===== src/rtl/vend_ctrl_if.sv =====
// ============================================================================
// Module      : vend_ctrl_if
// Description : Handshake bundle between the coin/dispense front end and the
//               vending controller.
// Revision    : 1.0 - initial release
// ============================================================================
`default_nettype none

interface vend_ctrl_if;
  logic [1:0] coin;
  logic       sel;
  logic       cancel;
  logic       disp_ack;
  logic       chg_ack;
  logic       disp_req;
  logic       chg_req;
  logic [2:0] credit;
  logic       coin_rej;
  logic       busy;

  modport master (
    output coin, sel, cancel, disp_ack, chg_ack,
    input  disp_req, chg_req, credit, coin_rej, busy
  );

  modport slave (
    input  coin, sel, cancel, disp_ack, chg_ack,
    output disp_req, chg_req, credit, coin_rej, busy
  );
endinterface

`default_nettype wire


===== src/rtl/vend_ctrl.sv =====
// ============================================================================
// Module      : vend_ctrl
// Description : Coin-operated vending controller: credit accumulation, sale,
//               change return one 50-cent unit at a time, and idle refund.
// Revision    : 1.0 - initial release
// ============================================================================
`default_nettype none

module vend_ctrl #(
  parameter int PRICE   = 3,
  parameter int MAXCRED = 6,
  parameter int TIMEOUT = 1000
) (
  input  logic       clk,
  input  logic       rst,
  vend_ctrl_if.slave bus_io
);

  localparam int CNT_W = $clog2(TIMEOUT);

  localparam logic [2:0]       C_PRICE    = 3'(PRICE);
  localparam logic [3:0]       C_MAXCRED  = 4'(MAXCRED);
  localparam logic [CNT_W-1:0] C_TMO_LAST = CNT_W'(TIMEOUT - 1);

  typedef enum logic [1:0] {
    S_IDLE     = 2'd0,
    S_CREDIT   = 2'd1,
    S_DISPENSE = 2'd2,
    S_CHANGE   = 2'd3
  } state_t;

  state_t           state_q, state_d;
  logic [2:0]       credit_q, credit_d;
  logic [CNT_W-1:0] cnt_q, cnt_d;
  logic             coin_rej_q, coin_rej_d;
  logic             disp_req_q, chg_req_q, busy_q;

  logic [1:0] coin_val;
  logic       coin_valid;
  logic [3:0] coin_sum;
  logic       coin_fits;
  logic       in_credit;
  logic       cancel_ok;
  logic       sel_ok;
  logic       tmo_exp;
  logic       coin_ok;

  // Qualification of the sampled requests against the current state.
  always_comb begin
    coin_val   = (bus_io.coin == 2'b01) ? 2'd1 :
                 (bus_io.coin == 2'b10) ? 2'd2 : 2'd0;
    coin_valid = (coin_val != 2'd0);
    coin_sum   = {1'b0, credit_q} + {2'b00, coin_val};
    coin_fits  = (coin_sum <= C_MAXCRED);
    in_credit  = (state_q == S_CREDIT);
    cancel_ok  = in_credit && bus_io.cancel;
    sel_ok     = in_credit && bus_io.sel && !bus_io.cancel && (credit_q >= C_PRICE);
    tmo_exp    = in_credit && (cnt_q == C_TMO_LAST) &&
                 !bus_io.sel && !bus_io.cancel && !coin_valid;
    coin_ok    = coin_valid && coin_fits &&
                 ((state_q == S_IDLE) || in_credit) &&
                 !cancel_ok && !sel_ok && !tmo_exp;
  end

  always_comb begin
    state_d    = state_q;
    credit_d   = credit_q;
    cnt_d      = cnt_q;
    coin_rej_d = coin_valid && !coin_ok;

    case (state_q)
      S_IDLE: begin
        if (coin_ok) begin
          state_d  = S_CREDIT;
          credit_d = coin_sum[2:0];
          cnt_d    = '0;
        end
      end

      S_CREDIT: begin
        if (cancel_ok) begin
          state_d = S_CHANGE;
          cnt_d   = '0;
        end else if (sel_ok) begin
          state_d  = S_DISPENSE;
          credit_d = credit_q - C_PRICE;
          cnt_d    = '0;
        end else if (coin_ok) begin
          credit_d = coin_sum[2:0];
          cnt_d    = '0;
        end else if (tmo_exp) begin
          state_d = S_CHANGE;
          cnt_d   = '0;
        end else if (cnt_q != C_TMO_LAST) begin
          cnt_d = cnt_q + 1'b1;
        end
      end

      S_DISPENSE: begin
        if (bus_io.disp_ack) begin
          state_d = (credit_q != 3'd0) ? S_CHANGE : S_IDLE;
        end
      end

      S_CHANGE: begin
        // An empty CHANGE cannot be entered; the guard only keeps credit from wrapping.
        if (credit_q == 3'd0) begin
          state_d = S_IDLE;
        end else if (bus_io.chg_ack) begin
          credit_d = credit_q - 3'd1;
          if (credit_q == 3'd1) begin
            state_d = S_IDLE;
          end
        end
      end

      default: begin
        state_d  = S_IDLE;
        credit_d = 3'd0;
        cnt_d    = '0;
      end
    endcase
  end

  // Outputs are decoded from the next state so they line up with state_q.
  always_ff @(posedge clk) begin
    if (rst) begin
      state_q    <= S_IDLE;
      credit_q   <= 3'd0;
      cnt_q      <= '0;
      coin_rej_q <= 1'b0;
      disp_req_q <= 1'b0;
      chg_req_q  <= 1'b0;
      busy_q     <= 1'b0;
    end else begin
      state_q    <= state_d;
      credit_q   <= credit_d;
      cnt_q      <= cnt_d;
      coin_rej_q <= coin_rej_d;
      disp_req_q <= (state_d == S_DISPENSE);
      chg_req_q  <= (state_d == S_CHANGE);
      busy_q     <= (state_d == S_DISPENSE) || (state_d == S_CHANGE);
    end
  end

  assign bus_io.disp_req = disp_req_q;
  assign bus_io.chg_req  = chg_req_q;
  assign bus_io.credit   = credit_q;
  assign bus_io.coin_rej = coin_rej_q;
  assign bus_io.busy     = busy_q;

endmodule

`default_nettype wire

===== src/flat_wrapper.sv =====
// flat-port wrapper written by rule: the top's interface ports become plain ports
module vend_ctrl_flat 
#(
  parameter int PRICE   = 3,
  parameter int MAXCRED = 6,
  parameter int TIMEOUT = 1000
)
  (clk, rst, bus_io_coin, bus_io_sel, bus_io_cancel, bus_io_disp_ack, bus_io_chg_ack, bus_io_disp_req, bus_io_chg_req, bus_io_credit, bus_io_coin_rej, bus_io_busy);
  vend_ctrl_if bus_io_i ();
  input  logic clk;
  input  logic rst;
  input wire logic [$bits(bus_io_i.coin)-1:0] bus_io_coin;
  input wire logic [$bits(bus_io_i.sel)-1:0] bus_io_sel;
  input wire logic [$bits(bus_io_i.cancel)-1:0] bus_io_cancel;
  input wire logic [$bits(bus_io_i.disp_ack)-1:0] bus_io_disp_ack;
  input wire logic [$bits(bus_io_i.chg_ack)-1:0] bus_io_chg_ack;
  output wire logic [$bits(bus_io_i.disp_req)-1:0] bus_io_disp_req;
  output wire logic [$bits(bus_io_i.chg_req)-1:0] bus_io_chg_req;
  output wire logic [$bits(bus_io_i.credit)-1:0] bus_io_credit;
  output wire logic [$bits(bus_io_i.coin_rej)-1:0] bus_io_coin_rej;
  output wire logic [$bits(bus_io_i.busy)-1:0] bus_io_busy;
  assign bus_io_i.coin = bus_io_coin;
  assign bus_io_i.sel = bus_io_sel;
  assign bus_io_i.cancel = bus_io_cancel;
  assign bus_io_i.disp_ack = bus_io_disp_ack;
  assign bus_io_i.chg_ack = bus_io_chg_ack;
  assign bus_io_disp_req = bus_io_i.disp_req;
  assign bus_io_chg_req = bus_io_i.chg_req;
  assign bus_io_credit = bus_io_i.credit;
  assign bus_io_coin_rej = bus_io_i.coin_rej;
  assign bus_io_busy = bus_io_i.busy;
  vend_ctrl #(.PRICE(PRICE), .MAXCRED(MAXCRED), .TIMEOUT(TIMEOUT)) u_core (.clk(clk), .rst(rst), .bus_io(bus_io_i));
endmodule

===== config.mk =====
export PLATFORM = sky130hd
export DESIGN_NAME = vend_ctrl_flat
export DESIGN_NICKNAME = d
export VERILOG_FILES = /design/src/rtl/vend_ctrl_if.sv /design/src/rtl/vend_ctrl.sv /design/src/flat_wrapper.sv
export SDC_FILE = /design/constraint.sdc
export NUM_CORES = 1
export LEC_CHECK = 0
export CAP_MARGIN = 15
export CORE_MARGIN = 2
export CORE_UTILIZATION = 30
export CTS_BUF_LIST = sky130_fd_sc_hd__clkbuf_2
export DETAILED_ROUTE_END_ITERATION = 8
export PLACE_DENSITY_LB_ADDON = 0.15
export SETUP_SLACK_MARGIN = 0.2
export SLEW_MARGIN = 20
export SYNTH_ARGS = -nofsm -noshare
export SYNTH_HDL_FRONTEND = slang
export SYNTH_SLANG_ARGS = --single-unit

===== constraint.sdc =====
create_clock -name clk -period 6.87 [get_ports clk]
set_input_delay 0.687 -clock clk [delete_from_list [all_inputs] [get_ports clk]]
set_output_delay 0.687 -clock clk [all_outputs]
set_load 0.005 [all_outputs]

==> reports/metrics.yaml <==
setup_path:
  cp_num_buf_inv: 2
  worst_path_largest_cell_delay_ns: 0.59
  crit_family: "compound AO/OA/AOI/OAI gates"
  worstPathRequired_ns: 7.09
  cp_max_fo: 10
  crit_path_frequent_cell: "ha_1"
  cp_cell_sequence: "clkdlybuf4s50_1 -> inv_1 -> ha_1 -> ha_1 -> a21o_1 -> a211oi_2 -> nand3_1 -> a21oi_1 -> mux2_2"
  crit_slowest_cell: "a211oi_2"
  worstSetupStartpointType: "input pin"
  cp-end-kind: "flip-flop"
  crit_type: "in2reg"
  cp.arrival_ns: 3.42
sta:
  slew_violations: 0
  worst_pin_slew_ns: 0.8513
  whs_ns: 0.5114
  max_freq_mhz: 312.5
  finClkSkew_ns: 0.03090
  max-slew-margin-rel_pct: 43.03
  finalCritPeriodShare_pct: 46.58
  setup-violations-final: 0
  final_hold_viol_count: 0
  tns_ns: 0
  rsz0062_at_grt: "no"
  min_period_ns: 3.200
logic_synthesis:
  postSynthCellCount: 171
  syn_avg_cell_area_um2: 8.473
  ys_ff_latch: 19
  yosysUniqueCellTypes: 57
  yosysWarnings: 0
  seq_area_frac_synth_pct: 26.25
  async_flop_share_pct: 0
  syn_area_mm2: 0.001449
  synth_edf_count: 0
  syn-num-nets: 190
  synthFlopType: "dfxtp_1"
floorplan:
  num_io_pins: 15
  die_h_um: 73.50
  initial_core_util_pct: 30.88
  dieArea_mm2: 0.005402
  die_w_um: 73.50
  core_area_mm2: 0.004692
  row_count: 25
drt:
  firstDrtPassIters: 4
  wl_per_cell_um: 14.69
  ant_nets: 0
  drc_errors: 0
  wl_um: 3481
  num_vias: 1307
  avgViaCountPerCell: 5.515
  drt_iter0_drc: 61
cts:
  path_clk_slew_ns: 0.21
  htreeDepth: 1
  clock_path_buffers: 2
  cts-buffers-inserted: 3
  tritoncts: "built"
  ctsResizeCount: 0
  hold_buffers: 0
  root_buffer: "clkbuf_2"
  insertion_delay_ns: 0.33
  post_cts_buffers: 0
  cts.sinks: 19
run:
  maxCapViolCount: 0
power_and_ir_drop:
  p_per_area_mw_per_mm2: 198.6
  ir_drop_mv: 0.05143
  power_leakage_nw: 0.5932
placed_design:
  dp_hpwl_um: 2678
  finalWeightedCongestion: 0.7852
  placed_cells: 233
  portBuffers: 14
global_route:
  grt.overflow.total: 0
  grt_max_degree: 16
  grtUsageTotal_pct: 13.81
  grt_pass1_vias: 1263
  grt_pass1_wl_um: 5878
  antenna_found_initial: 0
cells_and_area:
  nets: 203
  nFillCells: 477
  num_antenna_cells: 0
  area_growth_syn_to_layout_pct: 13.21
  stdcell_count: 237
  drive_gt1_share_pct: 12.02
outcome:
  status: "finished, final reports clean"
min_path:
  hold_class: "reg2reg"
[sequential cells by signal, indices dropped and copies added (netlist names)]
register,flops
u_core.bus_io.credit,3
u_core.bus_io.coin_rej,1
u_core.bus_io.disp_req,1
u_core.bus_io.busy,1
u_core.cnt_q,10
u_core.state_q,2
u_core.bus_io.chg_req,1
[metrics by stage]
step | power (W) | setup slack (ns) | instance area (um^2) | util (%)
after detailed placement | 0.0002785 | 3.347 | 1620 | 34.53
final | 0.0003258 | 3.670 | 1640 | 34.96
after global placement | 0.0002786 | 3.355 | 1620 | 34.53
after global routing | 0.0003529 | 3.553 | 1640 | 34.96
after CTS | 0.0003302 | 3.717 | 1640 | 34.96
after floorplan | 0.0002387 | 4.133 | 1449 | -
[cell type report]
| cell class | count | area, um^2 | area share, % |
|---|---|---|---|
| clock buffers | 3 | 15.01 | 0.9153 |
| clock inverters | 1 | 5.005 | 0.3051 |
| inverters | 8 | 30.03 | 1.831 |
| multi-input cells | 138 | 1002 | 61.10 |
| flip-flops and latches | 19 | 380.4 | 23.19 |
| well taps | 54 | 67.56 | 4.119 |
| repair buffers | 14 | 140.1 | 8.543 |
[worst min-delay path, delay by kind of cell, from the launching register on]
| kind | cells | cell delay (ns) |
|---|---|---|
| and+or+nand+nor | 1 | 0.07 |
| AOI/OAI and AO/OA | 1 | 0.05 |
| DFF | 1 | 0.38 |
[routing by layer]
layer	up-vias	track usage (%)	wire length, um
met2	16	23.21	1652
li1	672	-	-
met3	4	1.783	78
met4	0	4.242	31
met1	615	18.30	1719
met5	-	0	0
[where the power goes]
group | switching, W | internal (W)
Clock | 0.0000370 | 0.0000132
Sequential | 0.0000199 | 0.000119
Combinational | 0.0000755 | 0.0000610
[logic make-up after synthesis]
| logic type | share of synthesized area [%] |
|---|---|
| DFF | 26.25 |
| muxes | 1.554 |
| xor gates and xnor gates | 1.814 |
| buffers and inverters | 4.577 |
| AOI/OAI and AO/OA | 27.72 |
| and+or+nand+nor | 28.07 |
| adders and majority gates | 10.02 |
[worst paths after layout]
path         depth (start not counted)  slack [ns]                                  from                      endpoint
max reg2reg                          6        4.21  u_core.bus_io.credit[1]$_SDFFE_PP0P_  u_core.cnt_q[3]$_SDFFE_PP0P_
min reg2reg                          2        0.51          u_core.cnt_q[8]$_SDFFE_PP0P_  u_core.cnt_q[8]$_SDFFE_PP0P_
min                                  2        0.51          u_core.cnt_q[8]$_SDFFE_PP0P_  u_core.cnt_q[8]$_SDFFE_PP0P_
max                                  9        3.67                        bus_io_coin[0]  u_core.cnt_q[3]$_SDFFE_PP0P_
[cells in the final DEF (no fill, tap or decap), types with 3 or more instances in the layout]
master	synthesis	layout
nor3_1	7	7
nor2b_1	4	4
nand4_1	5	5
nor2_1	10	10
clkbuf_2	0	3
ha_1	10	10
a31oi_1	3	3
o21ai_0	4	4
and2_1	3	3
a21o_1	5	5
nand2_1	10	10
or3_1	3	3
nand3_1	12	12
inv_1	8	8
clkdlybuf4s50_1	0	14
dfxtp_1	19	19
a21oi_1	12	12
[Yosys cell counts (3+ instances only)]
cell type   n  area share [%]
a21oi_1    12             4.1
or3_1       3             1.3
nand2_1    10             2.6
inv_1       8             2.1
a31oi_1     3             1.3
nand3_1    12             4.1
dfxtp_1    19              26
nor2b_1     4             1.7
and2_1      3             1.3
o21ai_0     4             1.4
nor3_1      7             2.4
ha_1       10             8.6
nand4_1     5             2.2
a21o_1      5             2.6
nor2_1     10             2.6
(Power assumes the default switching activity.)
==> RTL edit: new RTL, same settings <==
The 4 states of `state_t` get a Gray code encoding in 2 bits.
--- a/src/rtl/vend_ctrl.sv
+++ b/src/rtl/vend_ctrl.sv
@@ -25,6 +25,6 @@
   typedef enum logic [1:0] {
-    S_IDLE     = 2'd0,
-    S_CREDIT   = 2'd1,
-    S_DISPENSE = 2'd2,
-    S_CHANGE   = 2'd3
+    S_IDLE     = 2'b00,
+    S_CREDIT   = 2'b01,
+    S_DISPENSE = 2'b11,
+    S_CHANGE   = 2'b10
   } state_t;
Function: same outputs for any inputs over 10 cycles, from zero or initial values and one cycle with rst high; not proved beyond that.
==> RTL edit against the unedited design <==
Worst setup slack worse by 350 ps; largest cell class unchanged; cell area is 3.4% lower; area after synthesis is 4.4% lower; routed wire length is 1.3% lower; clock skew is 15 ps lower; critical path depth is 2 higher; utilization is 0.92 points higher; maximum frequency is 9.8% lower; total power is 8.1% higher; sequential cell count stayed put; hold slack worse by 13 ps.
==> RTL edit: results (changes against the unedited design) <==
stage;metric;value;unit;change
clocking;root_buffer;clkbuf_2;;unchanged
outcome;status;finished, final reports clean;;unchanged
synthesis;synth_common_cells;a21oi_1, dfxtp_1, o21ai_0;;was dfxtp_1, a21oi_1, nand3_1
final_layout;layout-drive-gt1-share;5.03;%;was 12.0%
drt;wl_met1;1590;um;was 1720 um
drt;drt_wl_total;3440;um;was 3480 um
setup_path;crit_arrival;3810;ps;was 3420 ps
synthesis;ys_seq_area_share;27.5;%;was 26.3%
drt;highest_layer;met4;;unchanged
synthesis;yosys_warnings;0;;unchanged
placement;hpwlAfterDp;2590;um;was 2680 um
drt;vias;1297;;was 1307
final_layout;diodes;0;;unchanged
power;cellPowerDensity;222;nW/um^2;was 199 nW/um^2
global_route;globalRouteMet1Util;18.0;%;was 18.3%
final_layout;fill_cells;462;;was 477
placement;place_congestion;0.849;;was 0.785
final_layout;nets;204;;was 203
synthesis;yosysUniqueCellTypes;47;;was 57
min_path;hp-class;flop to flop;;unchanged
setup_path;rrSetupSlack;3820;ps;was 4210 ps
placement;io_buffers;14;;unchanged
sta;finClkSkew;15.5;ps;was 30.9 ps
sta;slew_headroom;39.9;%;was 43.0%
global_route;first_global_vias;1270;;was 1263
synthesis;netlist_top_cells_area;dfxtp_1, ha_1, a21oi_1;;unchanged
drt;wl_met2;1700;um;was 1650 um
power;p_int;197;uW;was 193 uW
power;p_leak;0.567;nW;was 0.593 nW
final_layout;largest_reg_flops;10;;unchanged
global_route;grt_pass1_wl;5820;um;was 5880 um
setup_path;cp_max_fo;19;;was 10
global_route;track_usage;14.0;%;was 13.8%
synthesis;synth_fp_nets;190;;unchanged
drt;met3WireLength;104;um;was 78 um
sta;final-setup-viol-count;0;;unchanged
global_route;grt_max_degree;20;;was 16
drt;drt_iter0_drc;49;;was 61
clocking;clkTransAtPathRegs;190;ps;was 210 ps
global_route;grt_use_met2;23.6;%;was 23.2%
power;peakVddDrop;0.0953;mV;was 0.0514 mV
placement;placed_area;1560;sq um;was 1620 sq um
clocking;cts_resized;0;;unchanged
global_route;met3_usage;3.06;%;was 1.78%
## RTL edit: cell count changes after synthesis, sizes merged, moves of 5 or more
cell / change
ha: +5
a21oi: +9
o31ai: +6
o21ai: +12
nand3: -9
## RTL edit: logic make-up after synthesis
logic type | synth area share, %
buf+inv | 4.61
compound gates | 29.8
xor+xnor | 0.632
mux | 1.45
simple gates | 21.0
fa+ha+maj | 15.0
flops | 27.5
## RTL edit: final timing paths
kind / startpoint / end / cells past startpoint
min reg2reg: u_core.cnt_q[9] / u_core.cnt_q[9] / 2
max reg2reg: u_core.bus_io.credit[0] / u_core.cnt_q[7] / 8
min: u_core.cnt_q[9] / u_core.cnt_q[9] / 2
max: bus_io_coin[1] / u_core.cnt_q[7] / 11
## RTL edit: power groups by stage
stage	sequential (mW)	combinational, mW	clock (mW)
2_1_floorplan	0.133	0.120	0
3_3_place_gp	0.137	0.163	0
3_5_place_dp	0.136	0.166	0
4_1_cts	0.134	0.167	0.0554
5_1_grt	0.135	0.187	0.0589
6_report	0.134	0.166	0.0519
## RTL edit: stage by stage
stage          power, mW  hold slack [ps]  worst slack, ps  instances
3_3_place_gp       0.300              460             3100        227
3_5_place_dp       0.302              475             2990        227
6_report           0.352              499             3320        231
5_1_grt            0.381              534             3190        231
2_1_floorplan      0.253              452             3820        166
4_1_cts            0.356              500             3350        231
## RTL edit: layout make-up
type                       instances  area share [%]
clock inverter                     1           0.316
multi-input combinational        132            59.4
tap                               52            4.11
clock buffer                       3           0.948
timing repair buffer              14            8.85
sequential                        19            24.0
inverter                          10            2.37
## RTL edit: critical path, cell delays in order
cell             delay (ps)
clkdlybuf4s50_1         480
inv_1                    50
ha_1                    170
ha_1                    200
fa_1                    490
and3_1                  200
a211o_1                 310
nor2_2                  280
a21oi_2                 250
or4_1                   550
a21oi_1                 140
